`src/rtl/wave_capture.sv`:
```
// Sample RAM writer: arms on a rising zero crossing, fills the hidden half,
// flips read_index when the display is idle. Option: CAPTURE_TIMEOUT_EN.
module wave_capture #(
    parameter int SAMPLE_W        = 16,
    parameter int DEPTH_LOG2      = 8,
    parameter int TIMEOUT_SAMPLES = 1024
) (
    input  logic                       clk,
    input  logic                       reset,
    input  logic                       new_sample_ready,
    input  logic signed [SAMPLE_W-1:0] new_sample_in,
    input  logic                       wave_display_idle,
    output logic [DEPTH_LOG2:0]        write_address,
    output logic                       write_enable,
    output logic [7:0]                 write_sample,
    output logic                       read_index
);

    typedef enum logic [1:0] {
        ARMED  = 2'd0,
        ACTIVE = 2'd1,
        WAIT   = 2'd2
    } state_t;

    localparam logic signed [SAMPLE_W-1:0] ZERO = '0;
    localparam logic [DEPTH_LOG2-1:0] LAST = '1;

    if (SAMPLE_W < 8 || DEPTH_LOG2 < 1 || TIMEOUT_SAMPLES < 1) begin : g_bad_cfg
        $error("wave_capture: invalid parameter set");
    end

    state_t                       state_q, state_d;
    logic                         ri_q, ri_d;
    logic                         we_q, we_d;
    logic [DEPTH_LOG2:0]          addr_q, addr_d;
    logic [7:0]                   ws_q, ws_d;
    logic [DEPTH_LOG2-1:0]        cnt_q, cnt_d;
    logic signed [SAMPLE_W-1:0]   prev_q, prev_d;
    logic [7:0]                   conv;
    logic                         crossing;

    assign conv     = {~new_sample_in[SAMPLE_W-1], new_sample_in[SAMPLE_W-2 -: 7]};
    assign crossing = (prev_q < ZERO) && (new_sample_in >= ZERO);

`ifdef CAPTURE_TIMEOUT_EN
    localparam int TO_W = $clog2(TIMEOUT_SAMPLES + 1);
    localparam logic [TO_W-1:0] TO_LIM = TO_W'(TIMEOUT_SAMPLES);
    logic [TO_W-1:0] to_q, to_d;

    always_ff @(posedge clk or negedge reset) begin
        if (!reset) to_q <= '0;
        else        to_q <= to_d;
    end
`endif

    always_comb begin
        state_d = state_q;
        ri_d    = ri_q;
        we_d    = 1'b0;
        addr_d  = addr_q;
        ws_d    = ws_q;
        cnt_d   = cnt_q;
        prev_d  = new_sample_ready ? new_sample_in : prev_q;
`ifdef CAPTURE_TIMEOUT_EN
        to_d    = to_q;
`endif
        unique case (state_q)
            ARMED: begin
                if (new_sample_ready) begin
                    if (crossing) begin
                        state_d = ACTIVE;
                        cnt_d   = '0;
`ifdef CAPTURE_TIMEOUT_EN
                        to_d    = '0;
                    end else if (to_q == TO_LIM) begin
                        // forced start: this strobe's sample lands at index 0
                        state_d = ACTIVE;
                        to_d    = '0;
                        we_d    = 1'b1;
                        addr_d  = {~ri_q, {DEPTH_LOG2{1'b0}}};
                        ws_d    = conv;
                        cnt_d   = {{(DEPTH_LOG2-1){1'b0}}, 1'b1};
                    end else begin
                        to_d    = to_q + 1'b1;
`endif
                    end
                end
            end
            ACTIVE: begin
                if (new_sample_ready) begin
                    we_d   = 1'b1;
                    addr_d = {~ri_q, cnt_q};
                    ws_d   = conv;
                    cnt_d  = cnt_q + 1'b1;
                    if (cnt_q == LAST) state_d = WAIT;
                end
            end
            WAIT: begin
                if (wave_display_idle) begin
                    ri_d    = ~ri_q;
                    state_d = ARMED;
`ifdef CAPTURE_TIMEOUT_EN
                    to_d    = '0;
`endif
                end
            end
            default: state_d = ARMED;
        endcase
    end

    always_ff @(posedge clk or negedge reset) begin
        if (!reset) begin
            state_q <= ARMED;
            ri_q    <= 1'b0;
            we_q    <= 1'b0;
            addr_q  <= '0;
            ws_q    <= '0;
            cnt_q   <= '0;
            prev_q  <= '0;
        end else begin
            state_q <= state_d;
            ri_q    <= ri_d;
            we_q    <= we_d;
            addr_q  <= addr_d;
            ws_q    <= ws_d;
            cnt_q   <= cnt_d;
            prev_q  <= prev_d;
        end
    end

    assign write_address = addr_q;
    assign write_enable  = we_q;
    assign write_sample  = ws_q;
    assign read_index    = ri_q;

endmodule
```
`config.mk`:
```
export PLATFORM = sky130hd
export DESIGN_NAME = wave_capture
export DESIGN_NICKNAME = d
export VERILOG_FILES = /design/src/rtl/wave_capture.sv
export SDC_FILE = /design/constraint.sdc
export NUM_CORES = 1
export LEC_CHECK = 0
export BUFFER_PORTS_ARGS = -buffer_cell sky130_fd_sc_hd__buf_2
export CORE_MARGIN = 4
export CORE_UTILIZATION = 52
export CTS_CLUSTER_SIZE = 10
export DETAILED_ROUTE_END_ITERATION = 12
export PLACE_DENSITY = 0.8
export SLEW_MARGIN = 15
export SYNTH_ARGS = -nofsm -noshare
export SYNTH_HDL_FRONTEND = slang
export SYNTH_SLANG_ARGS = --single-unit
```
`constraint.sdc`:
```
create_clock -name clk -period 3 [get_ports clk]
set_clock_uncertainty 0.2 [all_clocks]
set_input_delay 0.6 -clock clk [delete_from_list [all_inputs] [get_ports clk]]
set_output_delay 0.6 -clock clk [all_outputs]
set_load 0.02 [all_outputs]
```
======== Word level (Yosys, flattened, before mapping) ========
Index checks and enable logic that the tools add are counted.
storage, ports and cells
  logic and storage cells ................. 39
  flip-flop bits (word level) ............. 45
operators by class
  reduce and logical (&&, ||, !) cells .... 7
  add/subtract/negate cells ............... 1
  equal/unequal tests ..................... 8
  bitwise operators ....................... 2
  mux-type cells .......................... 12
  $lt $le $gt $ge ......................... 2
operators with widths
  kind                                                                           number
  8-bit two-way mux                                                              3
  16-bit by 1-bit >= comparator with 1-bit output, second input constant         1
  16-bit by 1-bit less-than comparator with 1-bit output, second input constant  1
  8-bit one-hot mux with 2 select lines                                          1
  2-bit two-way mux                                                              5
  2-bit inequality test, second input constant                                   5
  8-bit by 1-bit adder with 8-bit output, second input constant                  1
  8-bit equality test, second input constant                                     1
  2-bit one-hot mux with 3 select lines                                          1
  5-bit AND reduction                                                            1
  2-bit AND reduction                                                            2
  4-bit AND reduction                                                            1
  2-bit by 1-bit equality test with 1-bit output, second input constant          1
  2-bit equality test, second input constant                                     1
  2-bit zero test                                                                1
  1-bit two-way mux                                                              2
  1-bit NOT                                                                      2
  2-bit nonzero test                                                             1
  1-bit logical AND                                                              1

======== Longest topological paths before layout ========
Gate-level depths: netlist of the first run.
  word-level depth ........................ 5
  mapped depth ............................ 4
  mapped depth without buffers ............ 4

======== Worst setup path before layout of the first run ========
OpenSTA, ideal clock, no wires.
  kind .................................... in2reg
  start ................................... in new_sample_in[15]
  end ..................................... reg cnt_q[7]
  arrival time ............................ 1447 ps
  library setup time ...................... 79 ps
  stages on the path ...................... 3
  slack ................................... 1274 ps
  cell sequence ........................... nand2b_1 -> a2111oi_2 -> mux2i_1
between the ends
  longest elaborated chain between the ends .. 4
RTL lines
  what                                             line  text
  start: declaration                               11    input logic signed [SAMPLE_W-1:0] new_sample_in,
  16-bit by 1-bit >= comparator with 1-bit output  43    assign crossing = (prev_q < ZERO) && (new_sample_in >= ZERO);
  1-bit logical AND                                43
  2-bit inequality test (no line)                  -
  4-bit AND reduction (no line)                    -
  end signal: assignment                           126   cnt_q <= cnt_d;
  end: declaration                                 37    logic [DEPTH_LOG2-1:0] cnt_q, cnt_d;
No other way between the ends.
A chain may end at the register's enable or synchronous reset.

======== Final worst setup path of the first run ========
  start ................................... reg state_q[0]
  end ..................................... reg cnt_q[5]
between the ends
  longest elaborated chain between the ends .. 3
RTL lines
  what                                                                               line  text
  start: declaration                                                                 32    state_t state_q, state_d;
  start signal: assignment                                                           121   state_q <= state_d;
  2-bit by 1-bit equality test with 1-bit output or 2-bit zero test (tied branches)  67    unique case (state_q)
  2-bit inequality test (no line) or 2-bit nonzero test (tied branches)              -
  4-bit AND reduction (no line)                                                      -
Several ways; a longest one is shown, not always the timed one.

==> metrics.txt, run 1 <==
Crit. End Element flip-flop; Worst Path Required 3040 ps; R2R depth 3; GRT Total Usage 0.169; Initial DRT Pass Iterations 4; CTS Sinks 30; PostCTS Resize Cnt 0; Post-synth EDFFs 0; post-CTS setup buffer count 0; H-tree levels 2; Iter 0 DRT Violations 9; WP data arrival 1900 ps; f_max 0.538 GHz; Clock Path Buffers 2; clock-pin slew on the worst setup and hold paths 80 ps; gpl congestion 0.823; row count 18; RSZ-0062 raised after global routing false; max_slew headroom 0.569; Clock Latency Late Sink 320 ps; Syn Area/Cell 12.0 µm²; Port Buf Inserts 30; die height 58.7 µm; Hold Vio Cnt, Final 0; RR Startpoint state_q[0]$_DFFE_PN0P_; setup slack after layout 1140 ps; Hold Path Class input port to asynchronous set/reset pin; Max VDD drop 0.466 mV; Final Instance Area 1540 µm²; Worst R2R Setup Slack 1140 ps; DRC Markers 0; Setup TNS 0 ps; TritonCTS clock tree done; leading area contributor after synthesis dfrtp_1; cts bufs inserted 5; syn nets 132; Tcrit/Tclk final 0.620; I/O Pins 39; largest net degree at the start of global routing 31; hpwl dp 1810 µm; pre-CTS setup slack 958 ps; post-layout util 0.629; post-route antenna net violation count 0; cell area after synthesis 1340 µm²; CTS Hold Bufs 0; Netlist cell types 26; Final Setup Violations 0; Root Buffer clkbuf_4; Remaining Overflow, GRT 0; outcome completed; kind of critical path flip-flop to flip-flop; via count 968; Vias/cell 5.63; synthesis-stage register bit count 30; Synth async-reset ratio 1.00; first-pass GRT wire length 4170 µm; Pwr Density 759 nW/µm²; layout cells sized above 1 0.373; Int Pwr 744 µW; CP Launch Point state_q[0]$_DFFE_PN0P_; crit path time final 1860 ps; final WL 2510 µm; Cells after Synth 111; max-cap violations 0; Comb pwr share 0.307; max-slew violation count 0; antenna diode count 0; Die Area 3440 µm²; Reg2Reg Capture Point cnt_q[5]$_DFFE_PN0P_; Initial Utilization 0.544; sequential share of power 0.512; Sw Share 0.365; top cells by area, synth dfrtp_1 56%, mux2_2 12%, o21ai_0 4.9%; CP Launch Type flip-flop; Critical Path Fanout Max 14; measured slew at the worst slew-check pin 646 ps; Die Span X 58.7 µm; top cell type's share of synthesized area 0.562; Yosys Warn Count 0; crit path to cnt_q[5]$_DFFE_PN0P_; Pleak 0.700 nW; commonest register cell after synthesis dfrtp_1; average wire per standard cell 14.6 µm; DP Area 1500 µm²; nets@finish 163; vias in the first global route 942; Switch Pwr 428 µW; CORE AREA 2450 µm²; Syn-to-layout area delta 15.7%; post-synthesis sequential area ratio 0.562; antenna violations before repair 0; Clk pwr share 0.181
[worst max-delay path, cell delays in order (launching register included)]
cell and delay, ps:
dfrtp_1 590, inv_1 320, a2111oi_2 400, mux2i_1 270
[logic make-up (layout without fill, tap and decap cells)]
logic type | count (synthesis) | in the layout | share of synthesized area
buffers and inverters | 12 | 43 | 0.0375
xor gates and xnor gates | 1 | 1 | 0.00656
DFF | 30 | 30 | 0.562
and+or+nand+nor | 23 | 23 | 0.0993
AOI/OAI and AO/OA | 26 | 26 | 0.137
muxes | 18 | 18 | 0.148
adders and majority gates | 1 | 1 | 0.00937
[per-stage QoR]
step / instances / total power, mW / hold slack, ps
after floorplan: 111 / 0.844 / 104
after global placement: 165 / 0.951 / 257
after detailed placement: 165 / 0.975 / 269
after CTS: 172 / 1.19 / 105
after global routing: 172 / 1.25 / 129
final: 172 / 1.17 / 91.5
[power by group through the flow]
stage	Sequential (mW)	Combinational [mW]	Clock (mW)
after floorplan	0.666	0.178	0
after global placement	0.601	0.351	0
after detailed placement	0.609	0.365	0
after CTS	0.601	0.366	0.222
after global routing	0.620	0.391	0.243
final	0.600	0.359	0.212
[how the worst min path moves through the flow]
stage | from | end | slack (ps)
after global placement | write_address[8]$_DFFE_PN0P_ | write_address[8]$_DFFE_PN0P_ | 260
after global routing | reset | write_address[0]$_DFFE_PN0P_ | 130
after CTS | reset | cnt_q[1]$_DFFE_PN0P_ | 110
after detailed placement | write_address[8]$_DFFE_PN0P_ | write_address[8]$_DFFE_PN0P_ | 270
after floorplan | reset | cnt_q[0]$_DFFE_PN0P_ | 100
final | reset | cnt_q[0]$_DFFE_PN0P_ | 90
[synth_stat cells, drive strengths merged (2+ instances only)]
master and number:
a2111oi 3, a211oi 3, buf 3, clkbuf 4, dfrtp 30, inv 5
mux2 14, mux2i 4, nand2 6, nand2b 3, nand3 4, nand4 3
o21ai 13, o21bai 4, or4 2
[per-layer routing]
metal  wire, µm  track usage  up-vias
li1           -            -      463
met1       1030        0.196      464
met2       1190        0.258       34
met3        219       0.0768        7
met4         79       0.0971        0
met5          0            0        -
[area by class of cell]
class                      count  area, µm²
clock buffer                   7       45.0
fill                         199        911
inverter                       5       18.8
multi-input combinational     69        534
sequential                    30        751
tap                           30       37.5
timing repair buffer          31        158
[registers in the layout, indices dropped and copies added (netlist names)]
| signal | flops |
|---|---|
| cnt_q | 8 |
| prev_q | 1 |
| read_index | 1 |
| state_q | 2 |
| write_address | 9 |
| write_enable | 1 |
| write_sample | 8 |
[cells in the final DEF, fill, tap and decap left out, types with 2 or more instances in the layout]
cell       instances
or4_1              2
nand2b_1           3
nand4_1            3
buf_2             30
dfrtp_1           30
nand2_1            6
o21ai_0           13
clkbuf_1           2
clkbuf_4           5
mux2i_1            4
nand3_1            4
inv_1              5
o21bai_1           4
a2111oi_2          3
a211oi_1           3
mux2_2            14
(Power assumes the default switching activity.)
==> inputs of run 2 (changes only) <==
--- a/config.mk
+++ b/config.mk
@@ -7,10 +7,10 @@
 export LEC_CHECK = 0
 export BUFFER_PORTS_ARGS = -buffer_cell sky130_fd_sc_hd__buf_2
 export CORE_MARGIN = 4
-export CORE_UTILIZATION = 52
+export CORE_UTILIZATION = 45
 export CTS_CLUSTER_SIZE = 10
 export DETAILED_ROUTE_END_ITERATION = 12
-export PLACE_DENSITY = 0.8
+export PLACE_DENSITY = 0.74
 export SLEW_MARGIN = 15
 export SYNTH_ARGS = -nofsm -noshare
 export SYNTH_HDL_FRONTEND = slang
==> constraint.sdc (replaced) <==
create_clock -name clk -period 1.6 [get_ports clk]
set_clock_uncertainty 0.2 [all_clocks]
set_input_delay 0.32 -clock clk [delete_from_list [all_inputs] [get_ports clk]]
set_output_delay 0.32 -clock clk [all_outputs]
set_load 0.02 [all_outputs]
==> run 2 against run 1 <==
Against the previous run: worst setup slack worse by 1100 ps; clock-buffer cell count unchanged; wire length is 11% higher; non-clock buffer count grew 18; global-route usage fell by 0.89 points; core utilization increased by 0.62 points; die area rose by 13%; maximum frequency increased by 17%; register-to-register slack got worse by 1100 ps; sequential share of layout area down 6.3 points; critical path depth grew 2; critical path type unchanged; largest cell class unchanged; largest power group unchanged.
==> metrics.txt, run 2 (synthesized netlist as in run 1, its figures left out) <==
max-slew violation count 0 (unchanged); die height 62.5 µm (+6.5%); Hold Vio Cnt, Final 0 (unchanged); layout cells sized above 1 0.463 (+0.0893); RSZ-0062 raised after global routing true; Pleak 0.807 nW (+15%); measured slew at the worst slew-check pin 330 ps (-316 ps); most common cell after layout, fill and taps aside buf_2; antenna diode count 0 (unchanged); CP Launch Point state_q[1]$_DFFE_PN0P_; max reg flops 9 (unchanged); Int Pwr 1.49 mW (+100%); Syn-to-layout area delta 33.5%; average wire per standard cell 14.6 µm (+0.23%); crit path time final 1600 ps (-263 ps); cts bufs inserted 5 (unchanged); f_max 0.627 GHz (+17%); crit path to write_sample[5]$_DFFE_PN0P_; Max VDD drop 0.677 mV (+45%); fillers 242 (+22%); I/O Pins 39 (unchanged); max-cap violations 0 (unchanged); max_slew headroom 0.780 (+0.211); nets@finish 181 (+11%); via count 1050 (+8.5%); overall power 2.32 mW (+98%); CORE AREA 2810 µm² (+14%); outcome completed; first-pass GRT wire length 4970 µm (+19%); Die Area 3900 µm² (+13%); Worst R2R Setup Slack 4 ps (-1140 ps); pre-CTS setup slack -91.9 ps (-1050 ps); Initial Utilization 0.476 (-0.0679); R2R depth 5 (+2); sequential share of power 0.487 (-0.025); Hold Path Class input port to flip-flop; Switch Pwr 830 µW (+94%); final WL 2800 µm (+11%); GRT Total Usage 0.160 (-0.00889); Tcrit/Tclk final 0.997 (+0.378); setup slack after layout 4.33 ps (-1140 ps); row count 19 (+1); Remaining Overflow, GRT 0 (unchanged); Clk pwr share 0.167 (-0.014); H-tree levels 2 (unchanged); post-layout util 0.635 (+0.00620); largest net degree at the start of global routing 22 (-29%); final hold slack 31.2 ps (-60.3 ps); DP Area 1610 µm² (+7.3%); kind of critical path flip-flop to flip-flop; Initial DRT Pass Iterations 5 (+1); WP data arrival 1600 ps (-300 ps); Sw Share 0.358 (-0.00690); CP Launch Type flip-flop; vias in the first global route 1080 (+15%); Port Buf Inserts 30 (unchanged); Pwr Density 1300 nW/µm² (+71%); Iter 0 DRT Violations 13 (+4); Final Instance Area 1780 µm² (+15%); Clock Path Buffers 2 (unchanged); Worst Path Required 1600 ps (-1440 ps); Crit. End Element flip-flop; post-route antenna net violation count 0 (unchanged); Comb pwr share 0.346 (+0.039); Clock Latency Late Sink 320 ps (about the same); Critical Path Fanout Max 6 (-8); Vias/cell 5.50 (-2.3%); Final Setup Violations 0 (unchanged); CTS Sinks 30 (unchanged); area occupied by multi-input gates 564 µm² (+5.6%); most frequent cells in the layout 30 x buf_2, 28 x dfrtp_1, 14 x mux2_2; RR Startpoint state_q[1]$_DFFE_PN0P_; Reg2Reg Capture Point write_sample[5]$_DFFE_PN0P_; Root Buffer clkbuf_4; TritonCTS clock tree done; FF+latch area 753 µm² (+0.33%); gpl congestion 0.897 (+8.9%); hpwl dp 1990 µm (+9.9%); antenna violations before repair 0 (unchanged); DRC Markers 0 (unchanged); clock-pin slew on the worst setup and hold paths 80 ps (about the same); Die Span X 62.5 µm (+6.5%)
[run 2: timing repair]
| item | CTS | global route |
|---|---|---|
| gates cloned | 0 | 2 |
| setup endpoints to repair | 2 | 19 |
| hold buffers | 2 | 0 |
| endpoints found under the hold margin | 31 | 0 |
| buffers inserted | 0 | 3 |
| resized for setup | 4 | 4 |
[run 2: area by class of cell]
| type | instances | share of cell area |
|---|---|---|
| sequential | 30 | 0.423 |
| multi-input combinational | 69 | 0.317 |
| clock buffer | 7 | 0.0253 |
| timing repair buffer | 49 | 0.203 |
| inverter | 5 | 0.0105 |
| tap | 31 | 0.0218 |
[run 2: through the flow]
stage | TNS (ps) | std cells
floorplan | 0 | 111
CTS | 0 | 186
finish | 0 | 191
global placement | -90.0 | 177
global route | -776 | 191
detailed placement | -201 | 177
[run 2: worst min-delay path by stage]
| stage | depth (start not counted) | end | start |
|---|---|---|---|
| floorplan | 0 | cnt_q[0]$_DFFE_PN0P_ | reset |
| global placement | 1 | write_address[5]$_DFFE_PN0P_ | reset |
| detailed placement | 1 | write_address[5]$_DFFE_PN0P_ | reset |
| CTS | 2 | write_sample[3]$_DFFE_PN0P_ | new_sample_in[11] |
| global route | 2 | write_sample[3]$_DFFE_PN0P_ | new_sample_in[11] |
| finish | 2 | write_sample[3]$_DFFE_PN0P_ | new_sample_in[11] |
[run 2: power groups by stage]
stage	Combinational (mW)	Clock [mW]	Sequential, mW
floorplan	0.334	0	1.25
detailed placement	0.743	0	1.13
global route	0.881	0.441	1.16
global placement	0.721	0	1.12
CTS	0.754	0.410	1.12
finish	0.802	0.387	1.13
[run 2: worst max-delay path, cell delays in order, from the launching register on]
cell and delay, ps:
dfrtp_1 410, buf_6 130, nand3b_1 160, buf_4 180
buf_12 130, mux2_2 270
[run 2: per-layer routing]
| layer | track usage | vias up | part of all wire |
|---|---|---|---|
| met1 | 0.185 | 500 | 0.42 |
| met5 | 0 | - | 0 |
| met2 | 0.260 | 39 | 0.49 |
| met4 | 0.0689 | 0 | 0.022 |
| met3 | 0.0665 | 8 | 0.069 |
| li1 | - | 503 | - |
